==> config.mk <==
export PLATFORM = sky130hd
export DESIGN_NAME = sample_replay_queue
export DESIGN_NICKNAME = d
export VERILOG_FILES = /design/src/rtl/sample_replay_queue.sv
export SDC_FILE = /design/constraint.sdc
export NUM_CORES = 1
export LEC_CHECK = 0
export CAP_MARGIN = 20
export CORE_MARGIN = 2
export CORE_UTILIZATION = 54
export CTS_CLUSTER_SIZE = 10
export DETAILED_ROUTE_END_ITERATION = 6
export PLACE_DENSITY = 0.75
export SYNTH_ARGS = -nofsm -noshare
export SYNTH_HDL_FRONTEND = slang
export SYNTH_SLANG_ARGS = --single-unit
==> constraint.sdc <==
create_clock -name clk -period 2.47 [get_ports clk]
set_clock_uncertainty 0.05 [all_clocks]
set_input_delay 0.494 -clock clk [delete_from_list [all_inputs] [get_ports clk]]
set_output_delay 0.494 -clock clk [all_outputs]
set_load 0.03 [all_outputs]
==> src/rtl/sample_replay_queue.sv <==
// Purpose : holds a small training set (feature vector + label) loaded by the host and
//           replays it one sample per write_en rising edge for EPOCHS passes, then flags done.
// Latency : a sample is presented on the clock edge that enters PLAY or sees a write_en rising edge.
// Backpr. : wr_ready is high only while loading (IDLE/LOAD) with free space; low in PLAY/DONE.
//
// Ports:
//   clk, reset (async active-low), flush (sync clear)
//   wr_valid/wr_ready/wr_data/wr_label/wr_last : host load port
//   start    : begin/restart replay          write_en : advance request (rising edge used)
//   Xin/label_out/sample_valid : current sample  epoch_done : pulse at each dataset wrap
//   done     : all epochs replayed            count    : number of samples stored
module sample_replay_queue #(
    parameter int DATA_W  = 7,
    parameter int LABEL_W = 3,
    parameter int DEPTH   = 16,
    parameter int EPOCHS  = 4
) (
    input  logic                      clk,
    input  logic                      reset,
    input  logic                      flush,
    input  logic                      wr_valid,
    output logic                      wr_ready,
    input  logic [DATA_W-1:0]         wr_data,
    input  logic [LABEL_W-1:0]        wr_label,
    input  logic                      wr_last,
    input  logic                      start,
    input  logic                      write_en,
    output logic [DATA_W-1:0]         Xin,
    output logic [LABEL_W-1:0]        label_out,
    output logic                      sample_valid,
    output logic                      epoch_done,
    output logic                      done,
    output logic [$clog2(DEPTH):0]    count
);

    localparam int PTR_W = $clog2(DEPTH);
    localparam int CNT_W = PTR_W + 1;
    localparam int ENT_W = DATA_W + LABEL_W;

    typedef enum logic [1:0] {
        S_IDLE,
        S_LOAD,
        S_PLAY,
        S_DONE
    } state_t;

    state_t                 state, state_nxt;
    logic [CNT_W-1:0]       count_nxt;
    logic [PTR_W-1:0]       rd_ptr, rd_ptr_nxt;
    logic [7:0]             epoch, epoch_nxt;
    logic [7:0]             epoch_inc;
    logic [DATA_W-1:0]      xin_nxt;
    logic [LABEL_W-1:0]     label_nxt;
    logic                   sample_valid_nxt;
    logic                   epoch_done_nxt;
    logic                   done_nxt;
    logic                   write_en_q;
    logic                   adv;
    logic                   wr_fire;
    logic [CNT_W-1:0]       next_idx;
    logic [ENT_W-1:0]       head_ent;
    logic [ENT_W-1:0]       next_ent;

    // Dataset storage; entries at or above count are never read, so no reset is needed.
    logic [ENT_W-1:0]       mem [DEPTH];

    assign wr_ready  = ((state == S_IDLE) || (state == S_LOAD)) && (count < CNT_W'(DEPTH));
    assign wr_fire   = wr_valid & wr_ready;
    assign adv       = write_en & ~write_en_q;
    assign next_idx  = {1'b0, rd_ptr} + CNT_W'(1);
    assign head_ent  = mem[0];
    // When next_idx reaches DEPTH the truncated index aliases entry 0, but that read
    // is only used when next_idx < count, so the alias is never observed.
    assign next_ent  = mem[next_idx[PTR_W-1:0]];
    assign epoch_inc = epoch + 8'd1;

    always_ff @(posedge clk) begin
        if (wr_fire && !flush) begin
            mem[count[PTR_W-1:0]] <= {wr_data, wr_label};
        end
    end

    // Next-state and next-output logic. Each branch that (re)starts replay presents entry 0.
    always_comb begin
        state_nxt        = state;
        count_nxt        = count;
        rd_ptr_nxt       = rd_ptr;
        epoch_nxt        = epoch;
        xin_nxt          = Xin;
        label_nxt        = label_out;
        sample_valid_nxt = sample_valid;
        epoch_done_nxt   = 1'b0;
        done_nxt         = done;

        if (flush) begin
            state_nxt        = S_IDLE;
            count_nxt        = '0;
            rd_ptr_nxt       = '0;
            epoch_nxt        = '0;
            xin_nxt          = '0;
            label_nxt        = '0;
            sample_valid_nxt = 1'b0;
            done_nxt         = 1'b0;
        end else begin
            case (state)
                S_IDLE: begin
                    // start with an empty dataset is deliberately ignored here
                    if (wr_fire) begin
                        count_nxt = count + CNT_W'(1);
                        state_nxt = S_LOAD;
                    end
                end

                S_LOAD: begin
                    if (wr_fire) begin
                        count_nxt = count + CNT_W'(1);
                    end
                    // count is at least 1 in LOAD, so entry 0 is already valid even
                    // when the closing write lands on this same edge.
                    if ((wr_fire && (wr_last || (count == CNT_W'(DEPTH - 1)))) || start) begin
                        state_nxt        = S_PLAY;
                        rd_ptr_nxt       = '0;
                        epoch_nxt        = '0;
                        xin_nxt          = head_ent[ENT_W-1:LABEL_W];
                        label_nxt        = head_ent[LABEL_W-1:0];
                        sample_valid_nxt = 1'b1;
                    end
                end

                S_PLAY: begin
                    if (start) begin
                        rd_ptr_nxt       = '0;
                        epoch_nxt        = '0;
                        xin_nxt          = head_ent[ENT_W-1:LABEL_W];
                        label_nxt        = head_ent[LABEL_W-1:0];
                        sample_valid_nxt = 1'b1;
                    end else if (adv) begin
                        if (next_idx < count) begin
                            rd_ptr_nxt = next_idx[PTR_W-1:0];
                            xin_nxt    = next_ent[ENT_W-1:LABEL_W];
                            label_nxt  = next_ent[LABEL_W-1:0];
                        end else begin
                            rd_ptr_nxt     = '0;
                            epoch_done_nxt = 1'b1;
                            epoch_nxt      = epoch_inc;
                            if (epoch_inc == 8'(EPOCHS)) begin
                                state_nxt        = S_DONE;
                                xin_nxt          = '0;
                                label_nxt        = '0;
                                sample_valid_nxt = 1'b0;
                                done_nxt         = 1'b1;
                            end else begin
                                xin_nxt   = head_ent[ENT_W-1:LABEL_W];
                                label_nxt = head_ent[LABEL_W-1:0];
                            end
                        end
                    end
                end

                S_DONE: begin
                    if (start) begin
                        state_nxt        = S_PLAY;
                        rd_ptr_nxt       = '0;
                        epoch_nxt        = '0;
                        xin_nxt          = head_ent[ENT_W-1:LABEL_W];
                        label_nxt        = head_ent[LABEL_W-1:0];
                        sample_valid_nxt = 1'b1;
                        done_nxt         = 1'b0;
                    end
                end

                default: begin
                    state_nxt = S_IDLE;
                end
            endcase
        end
    end

    always_ff @(posedge clk or negedge reset) begin
        if (!reset) begin
            state        <= S_IDLE;
            count        <= '0;
            rd_ptr       <= '0;
            epoch        <= '0;
            Xin          <= '0;
            label_out    <= '0;
            sample_valid <= 1'b0;
            epoch_done   <= 1'b0;
            done         <= 1'b0;
            write_en_q   <= 1'b0;
        end else begin
            state        <= state_nxt;
            count        <= count_nxt;
            rd_ptr       <= rd_ptr_nxt;
            epoch        <= epoch_nxt;
            Xin          <= xin_nxt;
            label_out    <= label_nxt;
            sample_valid <= sample_valid_nxt;
            epoch_done   <= epoch_done_nxt;
            done         <= done_nxt;
            // edge detector keeps tracking through flush so a held write_en stays one request
            write_en_q   <= write_en;
        end
    end

endmodule

# == Word level (Yosys, flattened, before mapping) ==
# Memory sizes are Yosys's and may differ from the RTL's.
# Cells that the tools add are included.
# totals
reg_bits,33
output_inout_bits,19
inputBits,17
memories,1
mem_bits_rw,160
# op_classes
mux,64
n_addsub,3
eq_ne,15
reduce_logical,19
n_bitwise,3
order_cmp,2
# memory_table
memory,depth,width,read_ports,rd_ports_with_merged_regs,write_ports,line_no,text
mem,16,10,2,0,1,65,logic [ENT_W-1:0] mem [DEPTH];
# op_table
operator,count
$mux 7,7
$mux 8,6
$mux 4,6
$pmux 8 s3,1
$mux 3,7
$pmux 7 s3,1
$mux 1,20
$ne 3x3->1 const B,6
$mux 2,8
$mux 5,3
$ne 4x4->1 const B,3
$pmux 4 s3,1
$reduce_and 6->1,2
$pmux 3 s3,1
$add 8x1->8 const B,1
$eq 8x3->1 const B,1
$pmux 2 s4,1
$reduce_and 7->1,1
$add 4x1->5 const B,1
$add 5x1->5 const B,1
$eq 5x4->1 const B,1
$lt 5x5->1,1
$lt 5x5->1 const B,1
$reduce_and 5->1,1
17 further kinds,24

# == Longest topological paths before layout ==
# logic_depth
ltp_word,9
ltp_mapped,12
ltp_nobuf,10

# == Worst setup path after synthesis ==
# No wires, ideal clock.
# synth_timing
path_type,register to register
start,register rd_ptr[0]
end,register label_out[0]
stages_incl_launch_ff,12
arrival_ns,2.472
setup_time_ns,0.124
path_buffers,1
t_required_ns,2.296
setup_slack_ns,-0.176
cell_sequence,dfrtp_1 -> ha_1 -> xnor2_1 -> inv_1 -> clkbuf_1 -> ha_1 -> a21o_1 -> a31oi_1 -> o21a_1 -> o21a_1 -> nor3_4 -> a211o_1
# synth_between
elab_chain_len,7
word_cells_on_any_way,8
classes_between,add/sub (1); order compare (1); mux (5); memory (1)
# synth_rtl
item,line_no,text
"start, declared",49,"logic [PTR_W-1:0] rd_ptr, rd_ptr_nxt;"
"start signal, assigned",194,rd_ptr <= rd_ptr_nxt;
$add 4x1->5 (*),70,"assign next_idx = {1'b0, rd_ptr} + CNT_W'(1);"
$mem_v2 16x10 / $lt 5x5->1 (equally long branches),--,
$mux 3 (*),138,if (next_idx < count) begin
$mux 3 (*),137,end else if (adv) begin
$mux 3 (*),131,if (start) begin
$pmux 3 s3 (*),105,case (state)
$mux 3 (*),95,if (flush) begin
"end signal, assigned",197,label_out <= label_nxt;
"end, declared",29,"output logic [LABEL_W-1:0] label_out,"
# Every way passes the cells marked *; elsewhere a longest branch is shown, timed or not. The select of a mux whose other input is x is not followed.
# A chain may end at the register's enable or synchronous reset.

# == Worst setup path in the final report ==
# layout_timing
start,register rd_ptr[0]
end,register Xin[4]
# layout_between
elab_chain_len,7
word_cells_on_any_way,8
classes_between,add/sub (1); order compare (1); mux (5); memory (1)
# layout_rtl
item,line_no,text
$add 4x1->5 (*),70,
$mem_v2 16x10 / $lt 5x5->1 (equally long branches),--,
$mux 7 (*),138,
$mux 7 (*),137,
$mux 7 (*),131,
$pmux 7 s3 (*),105,
$mux 7 (*),95,
"end signal, assigned",196,Xin <= xin_nxt;
"end, declared",28,"output logic [DATA_W-1:0] Xin,"
# Marks and branches as above.

==> impl_metrics.py <==
metrics = {
    "die": {
        "die_w_um": 126,
        "boundaryPins": 36,
        "die_h_um": 126,
        "coreArea_um2": 14500,
        "rows": 44,
        "die-area_um2": 15800,
        "start_util_pct": 55.1,
    },
    "drt": {
        "vias": 4570,
        "drt_iter0_drc": 667,
        "wl_per_cell_um": 23.5,
        "wl_um": 17600,
        "vias_per_cell": 6.09,
        "post-route-drc-count": 0,
        "ant_nets": 0,
        "dr.pass1.iters": 5,
    },
    "sta": {
        "max_slew.worst_pin.slew_ns": 0.619,
        "fmax_ghz": 0.415,
        "finalCriticalPeriod_ns": 2.41,
        "fin_crit_sh_pct": 97.7,
        "report.final.slew_viol_count": 0,
        "rsz0062_at_grt": "yes",
        "fin_tns_setup_ns": 0,
        "hold_viol": 0,
        "setup_violations": 0,
        "worst_slack_ns": 0.0580,
        "slew_headroom_pct": 58.6,
    },
    "cells_and_area": {
        "mostFrequentLayoutCells": "160 x edfxtp_1, 45 x nand2_1, 40 x mux4_2",
        "fin_util_pct": 66.5,
        "layout_commonest_cell": "edfxtp_1",
        "antenna_cells": 0,
        "fillers": 954,
        "final_cells": 750,
        "syn_to_final_growth_pct": 20.5,
        "drive_gt1_share_pct": 24.2,
        "fin_nets": 581,
    },
    "clock_tree": {
        "cts.path.max_buffers": 2,
        "cts.reportedPaths.clkPinSlew_ns": 0.07,
        "cts_hold_buf": 0,
        "clockRootBuffer": "clkbuf_16",
        "cts_max_level": 4,
        "cts_buffers": 17,
        "numClockSinks": 193,
        "cts_tree": "done",
        "clk_latency_ns": 0.43,
    },
    "grt": {
        "grt_pass1_wl_um": 27400,
        "grt_pass1_vias": 4709,
        "antenna_found_initial": 0,
        "grt_max_degree": 34,
        "global_route.usage.total_pct": 23.5,
        "grt_overflow": 0,
    },
    "logic_synthesis": {
        "synth_top_area_share_pct": 60.0,
        "syn-instance-count": 472,
        "yosys-top-cells-area": "edfxtp_1 60%, mux4_2 11%, dfrtp_1 10%",
        "synth_area_um2": 8010,
        "ys.flop_type": "edfxtp_1",
        "yosys_warnings": 0,
        "synth.avg_cell_area_um2": 17.0,
        "synthDistinctLibCells": 47,
        "synth_edf_count": 160,
        "syn_nets": 500,
        "yosys.area.top_type": "edfxtp_1",
        "ys_seq_area_share_pct": 70.3,
        "ys_ff_latch": 193,
        "ys_async_sr_fraction_pct": 17.1,
    },
    "setup_path": {
        "critPathArrivalTime_ns": 2.67,
        "critPathLaunch": "rd_ptr[0]$_DFFE_PN0P_",
        "required_ns": 2.73,
        "reg2reg_from": "rd_ptr[0]$_DFFE_PN0P_",
        "rrSetupSlack_ns": 0.06,
        "critPathCaptureType": "register",
        "crit_type": "register to register",
        "critPathMaxFanout": 10,
        "cp-start-kind": "register",
    },
    "power": {
        "power_frac_comb_pct": 5.4,
        "p_leak_nw": 3.40,
        "internal_power_mw": 5.28,
        "seqPwrFrac_pct": 53.9,
        "p_switching_mw": 1.40,
        "swShare_pct": 20.9,
        "clockPowerShare_pct": 40.7,
        "p_per_area_nw_per_um2": 692,
        "ir_drop_v": 0.000521,
    },
    "placed_design": {
        "dp_slack_ns": -0.0601,
        "gp_congestion": 0.806,
        "dp.cells": 711,
        "dp_hpwl_um": 10500,
        "io_buffers": 35,
    },
    "worst_hold_path": {
        "hold_path_class": "primary input to asynchronous set/reset pin",
    },
    "outcome": {
        "outcome": "complete, no violations",
    },
    "run": {
        "cap_violations": 0,
    },
}
[state kept, by name, indices dropped and copies added, names as in the netlist]
register	flops
label_out	3
sample_valid	1
epoch_done	1
rd_ptr	4
epoch	8
mem	160
write_en_q	1
Xin	7
state	2
count	5
done	1
[worst max-delay path, stage by stage, from the launching register on]
cell,delay [ns]
dfrtp_2,0.46
ha_4,0.20
xnor2_4,0.15
inv_2,0.07
ha_4,0.22
a21o_1,0.16
a31oi_2,0.16
o21a_2,0.20
o21a_1,0.17
nor3_4,0.06
buf_12,0.13
a211o_1,0.27
[path summary, 6_finish.rpt]
path	to	cells after the start
max in group asynchronous	rd_ptr[1]$_DFFE_PN0P_	2
worst min-delay path	count[4]$_DFFE_PN0P_	2
min in group clk	Xin[3]$_DFFE_PN0P_	1
worst max-delay path	Xin[4]$_DFFE_PN0P_	11
worst min register to register	Xin[3]$_DFFE_PN0P_	1
worst max register to register	Xin[4]$_DFFE_PN0P_	11
[synth_stat cells (2+ instances only)]
library cell,instances
a211o_1,11
a21oi_1,16
a31oi_1,2
and2_1,8
and3_1,9
buf_2,9
buf_4,3
buf_6,4
clkbuf_1,3
dfrtp_1,33
edfxtp_1,160
ha_1,11
inv_1,12
mux2i_1,11
mux4_2,40
nand2_1,45
nand2b_1,4
nand3_1,11
nand4_1,2
nor2_1,15
nor2b_1,2
nor3_1,4
nor3b_4,2
nor4_1,2
o21a_1,2
o21ai_0,25
o31ai_1,2
or2_2,2
xnor2_1,4
[per-stage QoR]
stage               hold WS (ns)  power (mW)  cell area [um^2]
floorplan                  0.148        3.83              8030
global placement           0.422        4.00              8890
detailed placement         0.428        4.02              8890
CTS                        0.430        6.71              9590
global route               0.466        6.88              9660
finish                     0.418        6.68              9660
[per-layer routing]
layer  GRT usage [%]  vias to the layer above  share of wire, %
met5               0                        -                 0
met4            6.59                        0               1.6
met3            4.21                       27               6.7
met2            38.5                      186                50
met1            33.0                     2349                42
li1                -                     2008                 -
[final cells by class]
cell class	instances	area [um^2]	area share [%]
clock inverter	9	121	1.26
clock buffer	23	468	4.85
timing repair buffer	81	875	9.06
tap	184	230	2.38
sequential	193	5630	58.3
inverter	12	45.0	0.466
multi-input combinational	248	2290	23.7
[cell families (layout without fill, tap and decap cells)]
kind of cell	after synthesis	in the layout	synth area share, %
multiplexers	51	51	12.6
flip-flops	193	193	70.3
AND/OR/NAND/NOR	114	114	7.35
buffers and inverters	31	125	2.11
adder cells (fa/ha/maj)	11	11	1.72
XOR/XNOR	4	4	0.437
AO/OA/AOI/OAI	68	68	5.50
[what timing repair did]
action / 4_1_cts / 5_1_grt
gates cloned: 1 / 1
setup endpoints to repair: 12 / 20
pin swaps: 12 / 7
resized for setup: 4 / 13
setup buffers: 4 / 2
[power groups by stage]
stage	Combinational (mW)	Sequential, mW	Clock, mW
3_3_place_gp	0.336	3.66	0
4_1_cts	0.358	3.60	2.75
3_5_place_dp	0.348	3.67	0
6_report	0.362	3.60	2.72
5_1_grt	0.392	3.60	2.88
2_1_floorplan	0.141	3.69	0
No activity file was read; power rests on OpenSTA's default activity.
